==> config.mk <==
export PLATFORM = sky130hd
export DESIGN_NAME = ppu_fb_writer
export DESIGN_NICKNAME = d
export VERILOG_FILES = /design/src/rtl/ppu_fb_writer.sv
export SDC_FILE = /design/constraint.sdc
export NUM_CORES = 1
export LEC_CHECK = 0
export CAP_MARGIN = 20
export CORE_ASPECT_RATIO = 1.1
export CORE_UTILIZATION = 51
export CTS_CLUSTER_SIZE = 16
export DETAILED_ROUTE_END_ITERATION = 7
export PLACE_DENSITY_LB_ADDON = 0.3
export SYNTH_ARGS = -nofsm -noshare
export SYNTH_HDL_FRONTEND = slang
export SYNTH_SLANG_ARGS = --single-unit
==> constraint.sdc <==
create_clock -name clk -period 11.31 [get_ports clk]
set_input_delay 1.6965 -clock clk [delete_from_list [all_inputs] [get_ports clk]]
set_output_delay 1.6965 -clock clk [all_outputs]
set_load 0.01 [all_outputs]
==> src/rtl/ppu_fb_writer.sv <==
`default_nettype none
// ============================================================================
// Module   : ppu_fb_writer
// Purpose  : Converts the PPU background colour-index stream into packed
//            2bpp framebuffer bytes. Each index is mapped through BGP and
//            four shades are packed per byte, first pixel in [7:6]. The
//            x/y raster position produces the byte address y*40 + x/4.
//            Bytes are queued in a small FIFO ahead of a valid/ready write
//            port. FRAME_DONE pulses once the whole frame has been written.
// Ports    : clk, rst           - clock, synchronous active-high reset
//            PX_IN, PX_valid    - colour index and its valid strobe
//            PPU_MODE           - 0=H_BLANK 1=V_BLANK 2=SCAN 3=DRAW
//            BGP                - background palette register
//            FB_WR/ADDR/DATA    - write request, byte address, packed data
//            FB_READY           - memory accepts the write this cycle
//            FRAME_DONE         - one-cycle pulse, frame fully written
//            OVERFLOW           - sticky, a byte was dropped on a full FIFO
// Revision : 1.0 - initial release
// ============================================================================
module ppu_fb_writer #(
    parameter int WIDTH      = 160,
    parameter int HEIGHT     = 144,
    parameter int FIFO_DEPTH = 8,
    parameter int ADDR_W     = 13
) (
    input  logic              clk,
    input  logic              rst,
    input  logic [1:0]        PX_IN,
    input  logic              PX_valid,
    input  logic [1:0]        PPU_MODE,
    input  logic [7:0]        BGP,
    output logic              FB_WR,
    output logic [ADDR_W-1:0] FB_ADDR,
    output logic [7:0]        FB_DATA,
    input  logic              FB_READY,
    output logic              FRAME_DONE,
    output logic              OVERFLOW
);

    localparam int c_PTR_W   = (FIFO_DEPTH > 1) ? $clog2(FIFO_DEPTH) : 1;
    localparam int c_X_W     = $clog2(WIDTH + 1);
    localparam int c_Y_W     = $clog2(HEIGHT + 1);
    localparam int c_ENTRY_W = ADDR_W + 8;

    localparam logic [1:0] c_ST_ACTIVE = 2'd0;
    localparam logic [1:0] c_ST_FLUSH  = 2'd1;
    localparam logic [1:0] c_ST_DRAIN  = 2'd2;

    // Raster / packing state
    logic [1:0]       r_state;
    logic [1:0]       r_prev_mode;
    logic [c_X_W-1:0] r_x;
    logic [c_Y_W-1:0] r_y;
    logic [1:0]       r_cnt;
    logic [5:0]       r_pack;        // three most recent shades, newest in [1:0]
    logic             r_vblank_flush;
    logic             r_dirty;       // pixel or line seen since last FRAME_DONE
    logic             r_frame_done;

    // Write FIFO
    logic [c_ENTRY_W-1:0] r_mem [FIFO_DEPTH];
    logic [c_PTR_W-1:0]   r_wr_ptr;
    logic [c_PTR_W-1:0]   r_rd_ptr;
    logic [c_PTR_W:0]     r_count;
    logic                 r_overflow;

    logic [1:0]           w_shade;
    logic                 w_line_end;
    logic                 w_vblank_enter;
    logic                 w_accept;
    logic                 w_byte_full;
    logic                 w_flush_push;
    logic                 w_push;
    logic                 w_pop;
    logic                 w_full;
    logic                 w_push_ok;
    logic [7:0]           w_flush_data;
    logic [7:0]           w_push_data;
    logic [ADDR_W-1:0]    w_addr;
    logic [c_Y_W-1:0]     w_y_next;
    logic                 w_last_line;
    logic [c_ENTRY_W-1:0] w_head;

    assign w_shade        = BGP[{PX_IN, 1'b0} +: 2];
    assign w_line_end     = (r_prev_mode == 2'd3) && (PPU_MODE == 2'd0);
    assign w_vblank_enter = (r_prev_mode != 2'd1) && (PPU_MODE == 2'd1);
    assign w_accept       = (r_state == c_ST_ACTIVE) && PX_valid && (r_x < c_X_W'(WIDTH));
    assign w_byte_full    = w_accept && (r_cnt == 2'd3);
    assign w_flush_push   = (r_state == c_ST_FLUSH) && (r_cnt != 2'd0);
    assign w_push         = w_byte_full || w_flush_push;

    // y*40 built from shifts. During a partial flush x is 4k+cnt, so x>>2
    // still names the group the partial byte belongs to.
    assign w_addr = ADDR_W'({r_y, 5'b0}) + ADDR_W'({r_y, 3'b0}) + ADDR_W'(r_x >> 2);

    assign w_y_next    = r_y + 1'b1;
    assign w_last_line = (w_y_next == c_Y_W'(HEIGHT));

    // Partial byte is left-aligned and zero-padded
    always_comb begin
        w_flush_data = 8'h00;
        case (r_cnt)
            2'd1:    w_flush_data = {r_pack[1:0], 6'b0};
            2'd2:    w_flush_data = {r_pack[3:0], 4'b0};
            2'd3:    w_flush_data = {r_pack[5:0], 2'b0};
            default: w_flush_data = 8'h00;
        endcase
    end

    assign w_push_data = w_flush_push ? w_flush_data : {r_pack, w_shade};

    assign w_full    = (r_count == (c_PTR_W + 1)'(FIFO_DEPTH));
    assign w_pop     = FB_WR && FB_READY;
    // A simultaneous pop frees the slot, so a push into a full FIFO still lands.
    assign w_push_ok = w_push && (!w_full || w_pop);

    // Raster state machine
    always_ff @(posedge clk) begin
        if (rst) begin
            r_state        <= c_ST_ACTIVE;
            r_prev_mode    <= 2'd0;
            r_x            <= '0;
            r_y            <= '0;
            r_cnt          <= 2'd0;
            r_pack         <= 6'd0;
            r_vblank_flush <= 1'b0;
            r_dirty        <= 1'b0;
            r_frame_done   <= 1'b0;
        end else begin
            r_prev_mode  <= PPU_MODE;
            r_frame_done <= 1'b0;
            case (r_state)
                c_ST_ACTIVE: begin
                    if (w_accept) begin
                        r_pack  <= {r_pack[3:0], w_shade};
                        r_cnt   <= r_cnt + 1'b1;
                        r_x     <= r_x + 1'b1;
                        r_dirty <= 1'b1;
                    end
                    if (w_line_end) begin
                        r_state        <= c_ST_FLUSH;
                        r_vblank_flush <= 1'b0;
                    end else if (w_vblank_enter) begin
                        r_state        <= c_ST_FLUSH;
                        r_vblank_flush <= 1'b1;
                    end
                end
                c_ST_FLUSH: begin
                    r_x   <= '0;
                    r_cnt <= 2'd0;
                    if (!r_vblank_flush) begin
                        r_y     <= w_y_next;
                        r_dirty <= 1'b1;
                    end
                    if (r_vblank_flush || w_vblank_enter || w_last_line)
                        r_state <= c_ST_DRAIN;
                    else
                        r_state <= c_ST_ACTIVE;
                end
                c_ST_DRAIN: begin
                    if (r_count == '0) begin
                        // Suppress a second pulse when nothing new was drawn
                        r_frame_done <= r_dirty;
                        r_dirty      <= 1'b0;
                        r_y          <= '0;
                        r_state      <= c_ST_ACTIVE;
                    end
                end
                default: r_state <= c_ST_ACTIVE;
            endcase
        end
    end

    // FIFO storage (contents need no reset; r_count qualifies them)
    always_ff @(posedge clk) begin
        if (w_push_ok)
            r_mem[r_wr_ptr] <= {w_addr, w_push_data};
    end

    always_ff @(posedge clk) begin
        if (rst) begin
            r_wr_ptr   <= '0;
            r_rd_ptr   <= '0;
            r_count    <= '0;
            r_overflow <= 1'b0;
        end else begin
            if (w_push_ok)
                r_wr_ptr <= r_wr_ptr + 1'b1;
            if (w_pop)
                r_rd_ptr <= r_rd_ptr + 1'b1;
            case ({w_push_ok, w_pop})
                2'b10:   r_count <= r_count + 1'b1;
                2'b01:   r_count <= r_count - 1'b1;
                default: r_count <= r_count;
            endcase
            if (w_push && !w_push_ok)
                r_overflow <= 1'b1;
        end
    end

    assign w_head     = r_mem[r_rd_ptr];
    assign FB_WR      = (r_count != '0);
    assign FB_ADDR    = FB_WR ? w_head[c_ENTRY_W-1:8] : '0;
    assign FB_DATA    = FB_WR ? w_head[7:0] : 8'h00;
    assign FRAME_DONE = r_frame_done;
    assign OVERFLOW   = r_overflow;

endmodule
`default_nettype wire

==> metrics.md <==
| Metric | Value |
|---|---|
| Outcome | finished, final reports clean |
| Fill cells | 1312 |
| Cts bufs inserted | 21 |
| Area of the multi-input gates | between 2000 and 3000 um2 |
| Routability congestion estimate | approximately 0.83 |
| Port bufs | 39 |
| Die area | 18240 um2 |
| Cell Chain, Critical Path | buf_4 > mux4_2 > mux2i_1 > nor2_1 > clkdlybuf4s50_1 |
| FFs w/ async S/R, synth | 0 |
| Vias in the first global route | 5267 |
| Post-CTS sizing | 0 |
| Most frequent cells after synthesis | edfxtp_1 (168), nor2_1 (61), dfxtp_1 (45), mux4_2 (44), a21oi_1 (28) |
| MaxCap Viol Count | 0 |
| CP Class | reg2out |
| Unique masters post-synth | 54 |
| First-pass GRT wire length | between 20 and 30 mm |
| Layout Skew | 0.007271 ns |
| Register bit total from synthesis | 213 |
| WL/cell | 19.68 um |
| Number of synthesized flops with an enable pin | 168 |
| Worst Setup EP | FB_ADDR[10] |
| Crit path capture type | output pin |
| Average size of a mapped cell | 15.54 um2 |
| Synth area leaders | edfxtp_1 (56%), mux4_2 (11%), dfxtp_1 (10%) |
| Register area | 5948 um2 |
| CTS H-tree lvls | 1 |
| R2R Path End | r_count[3] |
| Worst path depth | 5 |
| Clk_lat worst skew | 0.48 ns |
| Hold crit path type | reg2reg |
| RSZ-0062 raised after global routing | no |
| Arr. time, crit path | ~2.9 ns |
| Post-Syn Instances | 581 |
| Nets | 677 |
| Worst Path Required | 9.61 ns |
| Sequential share of the synthesized area | 0.6587 |
| Synth area leader | edfxtp_1 |
| Fin crit share | 0.4026 |
| Buf+Inv Stages, Crit Path | 2 |
| Io pins | 40 |
| Die height | 141.5 um |
| Global route total overflow | 0 |
| Minimum clock period | 4.554 ns |
| FF-to-FF setup slack | ~8 ns |
| Crit path max fanout | 42 |
| Top-area cell type share of the netlist area | 0.5589 |
| Worst IR drop on VDD | 0.1925 mV |
| Largest net degree at the start of global routing | 43 |
| Inserted Diodes | 0 |
| Finish-stage setup viols | 0 |
| Worst path top cell family by delay | buffers and inverters |
| PwrDens | ~190 nW/um2 |
| GRT met3 Usage | 0.03092 |
| Top-count cell post-synth | edfxtp_1 |
| Cts hold-fix bufs | 0 |
| Final hold violation count | 0 |
| CTS root buffer | clkbuf_16 |
| P_leak | around 3.4 nW |
| Share of layout cells above drive strength 1 | 0.1533 |
| Max-slew violations | 0 |
| Worst-margin pin slew | 0.8512 ns |
| Peak Freq | 0.2196 GHz |
| Number of remaining DRC errors | 0 |
| Slowest cell on crit path | buf_4 |
| Worst reg2reg path depth | 11 |
| # Post-CTS Setup Buffers | 0 |
| Clock sinks | 213 |
| Clock transition at the registers of the reported paths | around 0.06 ns |
| Hold WS | 0.4663 ns |
| Syn Nets | between 600 and 700 |
| Worst Hold Depth | 2 |
| Total Wirelength | 17.31 mm |
| Met1 GRT Util | 0.2444 |
| Met2 GRT Util | 0.3451 |
| Synthesized area | 9026 um2 |
| Total Neg Setup Slack | 0 ns |
| Initial DRC Count | 302 |
| Initial Util | 0.5266 |
| Slowest stage delay, CP | 0.66 ns |
| Vias per inst | roughly 5.7 |
| Rel. slew slack | 0.4325 |
| Total track usage | 0.1994 |
| Critical R2R Launch | r_cnt[0] |
| Crit path launch type | flip-flop |
| DRT antenna net count | 0 |
| Via count | between 5000 and 6000 |
| Initial antenna violation count | 0 |
| Die width | 128.8 um |
| Clock Tree Buf Depth | 3 |
| Layout area overhead | 14.62% |
| FP Rows | 50 |
| DPL Wire Length | 11.27 mm |
| Top Usage Layer GRT | met2 |
| Synth Flop Type | edfxtp_1 |
| TritonRoute pass-1 iters | 4 |
| Core Box Area | 17140 um2 |
| Yosys warning count | 0 |
| CTS tree | built |
kinds of logic (layout without fill, tap and decap cells):
family	after synthesis	after routing	synth area share
flip-flops	213	213	0.6587
AND/OR/NAND/NOR	150	150	0.08234
AO/OA/AOI/OAI	69	69	0.04893
multiplexers	68	68	0.1371
buffers and inverters	39	104	0.01802
adder cells (fa/ha/maj)	28	28	0.04131
XOR/XNOR	14	14	0.01358
worst reg2reg max path: cells and delay by family (launching register included):
family          cells  cell delay, ns
mux                 2            0.58
buf+inv             2            0.18
simple gates        2            0.69
flops               1            0.40
compound gates      3            0.67
fa+ha+maj           2            0.49
power by group:
| group | switching [mW] | leakage, nW | internal (mW) |
|---|---|---|---|
| Clock | 0.264 | 0.281 | 0.342 |
| Sequential | 0.0171 | 1.91 | 0.856 |
| Combinational | 0.224 | 1.23 | 0.230 |
placed cells by master (no fill, tap or decap), types with 13 or more instances in the layout:
cell type        Yosys  routed
a21oi_1             28      28
clkbuf_16            0      21
clkdlybuf4s50_1      0      39
dfxtp_1             45      43
edfxtp_1           168     168
ha_1                25      25
inv_1               14      14
mux2i_1             22      22
mux4_2              44      44
nand2_1             24      24
nor2_1              61      58
o21ai_0             13      13
state kept, by name (all words and copies together), names as in the netlist, named ones only:
name and cells:
r_y 8, r_count 4, r_prev_mode 2, r_vblank_flush 1
FRAME_DONE 1, r_cnt 2, r_state 2, r_mem 168
OVERFLOW 1, r_pack 6, r_x 8, r_rd_ptr 3
r_wr_ptr 3, r_dirty 1
stage by stage:
stage          worst slack, ns  instances  total power, mW  instance area [um2]    util
6_report                 6.756        880            1.933                10350  0.6036
5_1_grt                  6.582        880            2.017                10350  0.6036
4_1_cts                  6.672        880            1.954                10350  0.6036
3_5_place_dp             7.117        844            1.353                 9763  0.5696
3_3_place_gp             7.023        841            1.342                 9718  0.5669
2_1_floorplan            6.801        581            1.176                 9026       -
worst min path at each step:
stage,start,endpoint
after global routing,r_pack[5],r_pack[5]
after floorplan,r_pack[4],r_pack[4]
final,r_pack[5],r_pack[5]
after CTS,r_pack[5],r_pack[5]
after detailed placement,r_pack[5],r_pack[5]
after global placement,r_pack[4],r_pack[4]
per-layer routing:
| metal | wire, um | vias to the layer above |
|---|---|---|
| met2 | 8741 | 154 |
| li1 | - | 2337 |
| met5 | 0 | - |
| met4 | 741 | 0 |
| met1 | 6993 | 2506 |
| met3 | 838 | 55 |
cell type report:
cell class / count / area share
Sequential cell: 213 / 0.5749
Clock buffer: 31 / 0.05442
Clock inverter: 5 / 0.001935
Timing Repair Buffer: 52 / 0.04934
Inverter: 16 / 0.005805
Multi-Input combinational cell: 329 / 0.2853
Tap cell: 234 / 0.02830
No activity file was read; power rests on OpenSTA's default activity.
==> patch 1: new RTL, same flow settings <==
Set the parameter `ADDR_W` to 15 (it was 13).
--- a/src/rtl/ppu_fb_writer.sv
+++ b/src/rtl/ppu_fb_writer.sv
@@ -23,3 +23,3 @@
     parameter int FIFO_DEPTH = 8,
-    parameter int ADDR_W     = 13
+    parameter int ADDR_W     = 15
 ) (
Ports: changed (resized FB_ADDR); port bits go from 40 to 42. The function was not compared with the original's and may differ.
==> patch 1 against the original RTL <==
Global-route usage fell by 0.36 points. Largest power group unchanged. Register-to-register slack gained 30 ps. First-iteration DRC count is 34% higher. Synthesized area up 3.5%. Final area rose by 4.8%. Via count up 0.48%. Critical endpoint is now FB_ADDR[2]. Worst hold slack got worse by 7.5 ps. Wire length down 0.24%. Count of clock-buffer cells in the layout fell by 5. Worst setup slack lost 55 ps. Total power is 9.7% higher. Sequential power increased by 3.7%. Sequential cell count increased by 8.
==> patch 1: results <==
metrics = {
    "routing": {
        "wl_per_cell_um": 19.07,
        "viasPerCell": 5.603,
        "routed-wl-met2_um": 8682,
        "m1WireLength_um": 7361,
        "drt_iter0_drc": 406,
        "wl_met3_um": 884,
    },
    "clock_tree": {
        "clk_path_buf_depth": 3,
        "clk_latency_ps": 500,
        "numCtsBuffers": 22,
        "h-tree-depth": 1,
        "cts_resized": 0,
    },
    "placement": {
        "io_buffers": 40,
        "gp_congestion": 0.8168,
        "place_ws_ps": 7135,
        "hpwl_um": 10690,
        "dp_cells": 866,
        "place_area_mm2": 0.01008,
    },
    "logic_synthesis": {
        "synthTopCellsByArea": "edfxtp_1 (57%), mux4_2 (11%), dfxtp_1 (9.6%), ha_1 (3.3%), mux2i_1 (2.5%)",
        "netlist_instances": 599,
        "synth.top_cells.by_count": "edfxtp_1 (176), nor2_1 (58), mux4_2 (46), dfxtp_1 (45), a21oi_1 (30)",
        "synth-warning-count": 0,
        "synth_edf_count": 176,
        "yosysSeqAreaShare": 0.6623,
        "synth_fp_nets": 643,
    },
    "critical_path": {
        "crit_path_end": "FB_ADDR[2]",
        "startpoint_type": "flop",
        "r2r_start": "r_y[2]$_SDFFE_PP0P_",
        "rr_worst_depth": 9,
        "crit_fanout": 44,
        "reg2reg_to": "r_mem[1][21]$_DFFE_PP_",
        "arrival_ps": 2910,
        "ff2ff_setup_slack_ps": 8220,
    },
    "sta": {
        "tightest_slew_ps": 1023,
        "fin_crit_sh": 0.4075,
        "setup_violations": 0,
        "finalHoldViolCount": 0,
        "finClkSkew_ps": 10.23,
    },
    "global_route": {
        "grt_pass1_wl_um": 27520,
        "gr-usage-met3": 0.02829,
        "grt_pass1_vias": 5227,
        "use_met2": 0.3325,
        "grt_use_met1": 0.2587,
        "grtUsageTotal": 0.1959,
        "grt_start_max_net_pins": 45,
    },
    "power_and_ir_drop": {
        "vdd_drop_max_mv": 0.1906,
        "leakage_nw": 3.625,
    },
    "outcome": {
        "status": "completed",
    },
    "final_layout": {
        "fin_cells": 906,
        "drive_gt1_frac": 0.1722,
        "nNetsFinal": 696,
        "reg_top3": "r_mem (176), r_x (8), r_y (8)",
    },
}
## patch 1: cell types whose count changed in the layout (fill, tap and decap cells not counted), moves of 3 or more
cell | unedited run | this run
and3_1 | 5 | 2
bufinv_16 | 0 | 3
clkbuf_1 | 10 | 2
clkinv_1 | 4 | 0
clkinv_2 | 1 | 5
clkinvlp_4 | 0 | 4
edfxtp_1 | 168 | 176
nand2_1 | 24 | 29
nand2b_1 | 3 | 6
nand3_1 | 9 | 14
nand3b_1 | 7 | 2
nor2_1 | 58 | 55
## patch 1: critical path, cell delays in order (launching register included)
cell and delay (ps):
dfxtp_2 310, buf_4 670, mux4_2 590, mux2i_1 250, nor2_1 70, clkdlybuf4s50_1 490
## patch 1: worst min path at each step
| stage | from | endpoint | slack [ps] | depth (start not counted) |
|---|---|---|---|---|
| 2_1_floorplan | r_pack[4]$_SDFFE_PP0P_ | r_pack[4]$_SDFFE_PP0P_ | 440 | 2 |
| 3_3_place_gp | r_pack[4]$_SDFFE_PP0P_ | r_pack[4]$_SDFFE_PP0P_ | 450 | 2 |
| 3_5_place_dp | r_pack[4]$_SDFFE_PP0P_ | r_pack[4]$_SDFFE_PP0P_ | 460 | 2 |
| 4_1_cts | r_pack[4]$_SDFFE_PP0P_ | r_pack[4]$_SDFFE_PP0P_ | 460 | 2 |
| 5_1_grt | r_pack[4]$_SDFFE_PP0P_ | r_pack[4]$_SDFFE_PP0P_ | 480 | 2 |
| 6_report | r_pack[4]$_SDFFE_PP0P_ | r_pack[4]$_SDFFE_PP0P_ | 460 | 2 |
## patch 1: cell families (layout without fill, tap and decap cells)
| logic type | after synthesis | after routing | share of synthesized area |
|---|---|---|---|
| DFF | 221 | 221 | 0.6623 |
| and+or+nand+nor | 151 | 151 | 0.07930 |
| muxes | 71 | 71 | 0.1380 |
| AOI/OAI and AO/OA | 68 | 68 | 0.04541 |
| buffers and inverters | 42 | 111 | 0.01875 |
| adders and majority gates | 28 | 28 | 0.03992 |
| xor gates and xnor gates | 17 | 17 | 0.01594 |
| other | 1 | 1 | 0.0004015 |
## patch 1: cell type report
cell class / instances / area (um^2)
Clock inverter: 14 / 162.7
Clock buffer: 26 / 596.8
Sequential cell: 221 / 6188
Multi-Input combinational cell: 336 / 3013
Timing Repair Buffer: 53 / 513.0
Tap cell: 238 / 297.8
Inverter: 18 / 67.56
Fill cell: 1233 / 6964
## patch 1: where the power goes
group / total, mW / leakage [nW] / internal, mW / switching [mW]
registers: 0.905 / 2.01 / 0.888 / 0.0172
logic: 0.466 / 1.25 / 0.236 / 0.231
clock network: 0.749 / 0.364 / 0.449 / 0.300
==> patch 2: new RTL, config.mk and constraints unchanged <==
Made on the original files. Register the input `PPU_MODE` before use, without a reset. The logic sees it one clock later. The other inputs are not delayed to match.
--- a/src/rtl/ppu_fb_writer.sv
+++ b/src/rtl/ppu_fb_writer.sv
@@ -48,2 +48,8 @@
 
+    logic [1:0] PPU_MODE_q;
+
+    always_ff @(posedge clk) begin
+        PPU_MODE_q <= PPU_MODE;
+    end
+
     // Raster / packing state
@@ -84,4 +90,4 @@
     assign w_shade        = BGP[{PX_IN, 1'b0} +: 2];
-    assign w_line_end     = (r_prev_mode == 2'd3) && (PPU_MODE == 2'd0);
-    assign w_vblank_enter = (r_prev_mode != 2'd1) && (PPU_MODE == 2'd1);
+    assign w_line_end     = (r_prev_mode == 2'd3) && (PPU_MODE_q == 2'd0);
+    assign w_vblank_enter = (r_prev_mode != 2'd1) && (PPU_MODE_q == 2'd1);
     assign w_accept       = (r_state == c_ST_ACTIVE) && PX_valid && (r_x < c_X_W'(WIDTH));
@@ -129,3 +135,3 @@
         end else begin
-            r_prev_mode  <= PPU_MODE;
+            r_prev_mode  <= PPU_MODE_q;
             r_frame_done <= 1'b0;
Function: changed (a bounded check fails within 4 cycles, from zero or initial values and one cycle with rst high).
==> patch 2 against the original RTL <==
Global-route usage shrank 0.55 points. Maximum frequency is essentially flat. Critical path type unchanged. Wire length shrank 2.8%. Sequential cell count grew 2. Largest cell class unchanged. Total power grew 0.36%. Final area grew 0.92%. Worst setup slack gained 3.9 ps. Largest power group unchanged. Synthesized area grew 0.50%.
==> patch 2: results <==
metrics = {
    "clock_tree": {
        "post-cts-setup-buffers": 0,
        "root_buffer": "clkbuf_16",
        "clk_path_buf_depth": 3,
        "clk_latency_ps": 480,
        "cts_resized": 0,
        "h-tree-depth": 1,
    },
    "global_route": {
        "grtUsageTotal": 0.1939,
        "grt_pass1_vias": 5174,
        "grt_pass1_wl_um": 27010,
        "antenna_found_initial": 0,
    },
    "routing": {
        "drt-total-wl_um": 16830,
        "viasPerCell": 5.665,
        "drtPass1Iterations": 6,
        "drt_iter0_drc": 366,
    },
    "critical_path": {
        "arrival_ps": 2850,
        "slowest_delay_ps": 640,
        "crit_path_end": "FB_ADDR[2]",
        "r2r_start": "r_cnt[0]$_SDFFE_PP0P_",
        "ff2ff_setup_slack_ps": 8280,
        "rr_worst_depth": 11,
        "path_delay_family": "buffers and inverters",
    },
    "final_layout": {
        "fill_cells": 1252,
        "nNetsFinal": 679,
        "drive_gt1_frac": 0.1587,
        "fin_cells": 883,
    },
    "placement": {
        "dp_cells": 845,
        "gp_congestion": 0.7929,
        "hpwl_um": 10700,
        "place_ws_ps": 7174,
        "place_area_mm2": 0.009831,
    },
    "logic_synthesis": {
        "ys_types": 56,
        "yosysSeqAreaShare": 0.6599,
        "synth_area_per_cell_um2": 15.51,
        "synth.top_cells.by_count": "edfxtp_1 (168), nor2_1 (63), dfxtp_1 (47), mux4_2 (44), nand2_1 (30)",
        "synth_fp_nets": 629,
        "synthTopCellsByArea": "edfxtp_1 (56%), mux4_2 (11%), dfxtp_1 (10%), ha_1 (3.4%), nor2_1 (2.6%)",
        "synth_edf_count": 168,
        "synthArstFlopShare": 0,
    },
    "sta": {
        "slew-limit-headroom": 0.4543,
        "fin_ws_ps": 6760,
        "finClkSkew_ps": 10.60,
        "whs_ps": 456.8,
    },
    "power_and_ir_drop": {
        "power_mw": 1.940,
        "seqPwrFrac": 0.456,
        "vdd_drop_max_mv": 0.1816,
        "power_switching_share": 0.2584,
        "leakage_nw": 3.459,
        "p_clk_mw": 0.605,
    },
    "outcome": {
        "status": "completed",
    },
    "min_path": {
        "min_to": "r_pack[5]$_SDFFE_PP0P_",
    },
}
patch 2: cell count changes after synthesis, sizes merged, moves of 3 or more:
cell,before,now
a21oi,29,23
nand2,25,31
nand3b,7,1
o21ai,13,9
a311oi,0,3
nand3,9,12
xnor2,10,13
patch 2: final cells by class:
class                   instances  area, um^2  area share
flip-flops and latches        215        5988      0.5735
multi-input cells             329        2947      0.2822
repair buffers                 52       560.5     0.05368
clock buffers                  29       555.5     0.05321
well taps                     234       292.8     0.02804
inverters                      16       62.56    0.005992
clock inverters                 8       35.03    0.003355
patch 2: layer usage:
layer / routed length, um / vias to the layer above / global-route usage
met5: 0 / - / 0
met4: 411 / 0 / 0.06130
met3: 838 / 35 / 0.02564
met2: 8427 / 138 / 0.3376
met1: 7150 / 2491 / 0.2516
li1: - / 2338 / -
patch 2: logic make-up after synthesis:
group	after synthesis	synth area share
flops	215	0.6599
xor+xnor	17	0.01641
compound gates	63	0.04704
simple gates	153	0.08014
mux	68	0.1364
fa+ha+maj	28	0.04110
buf+inv	41	0.01903
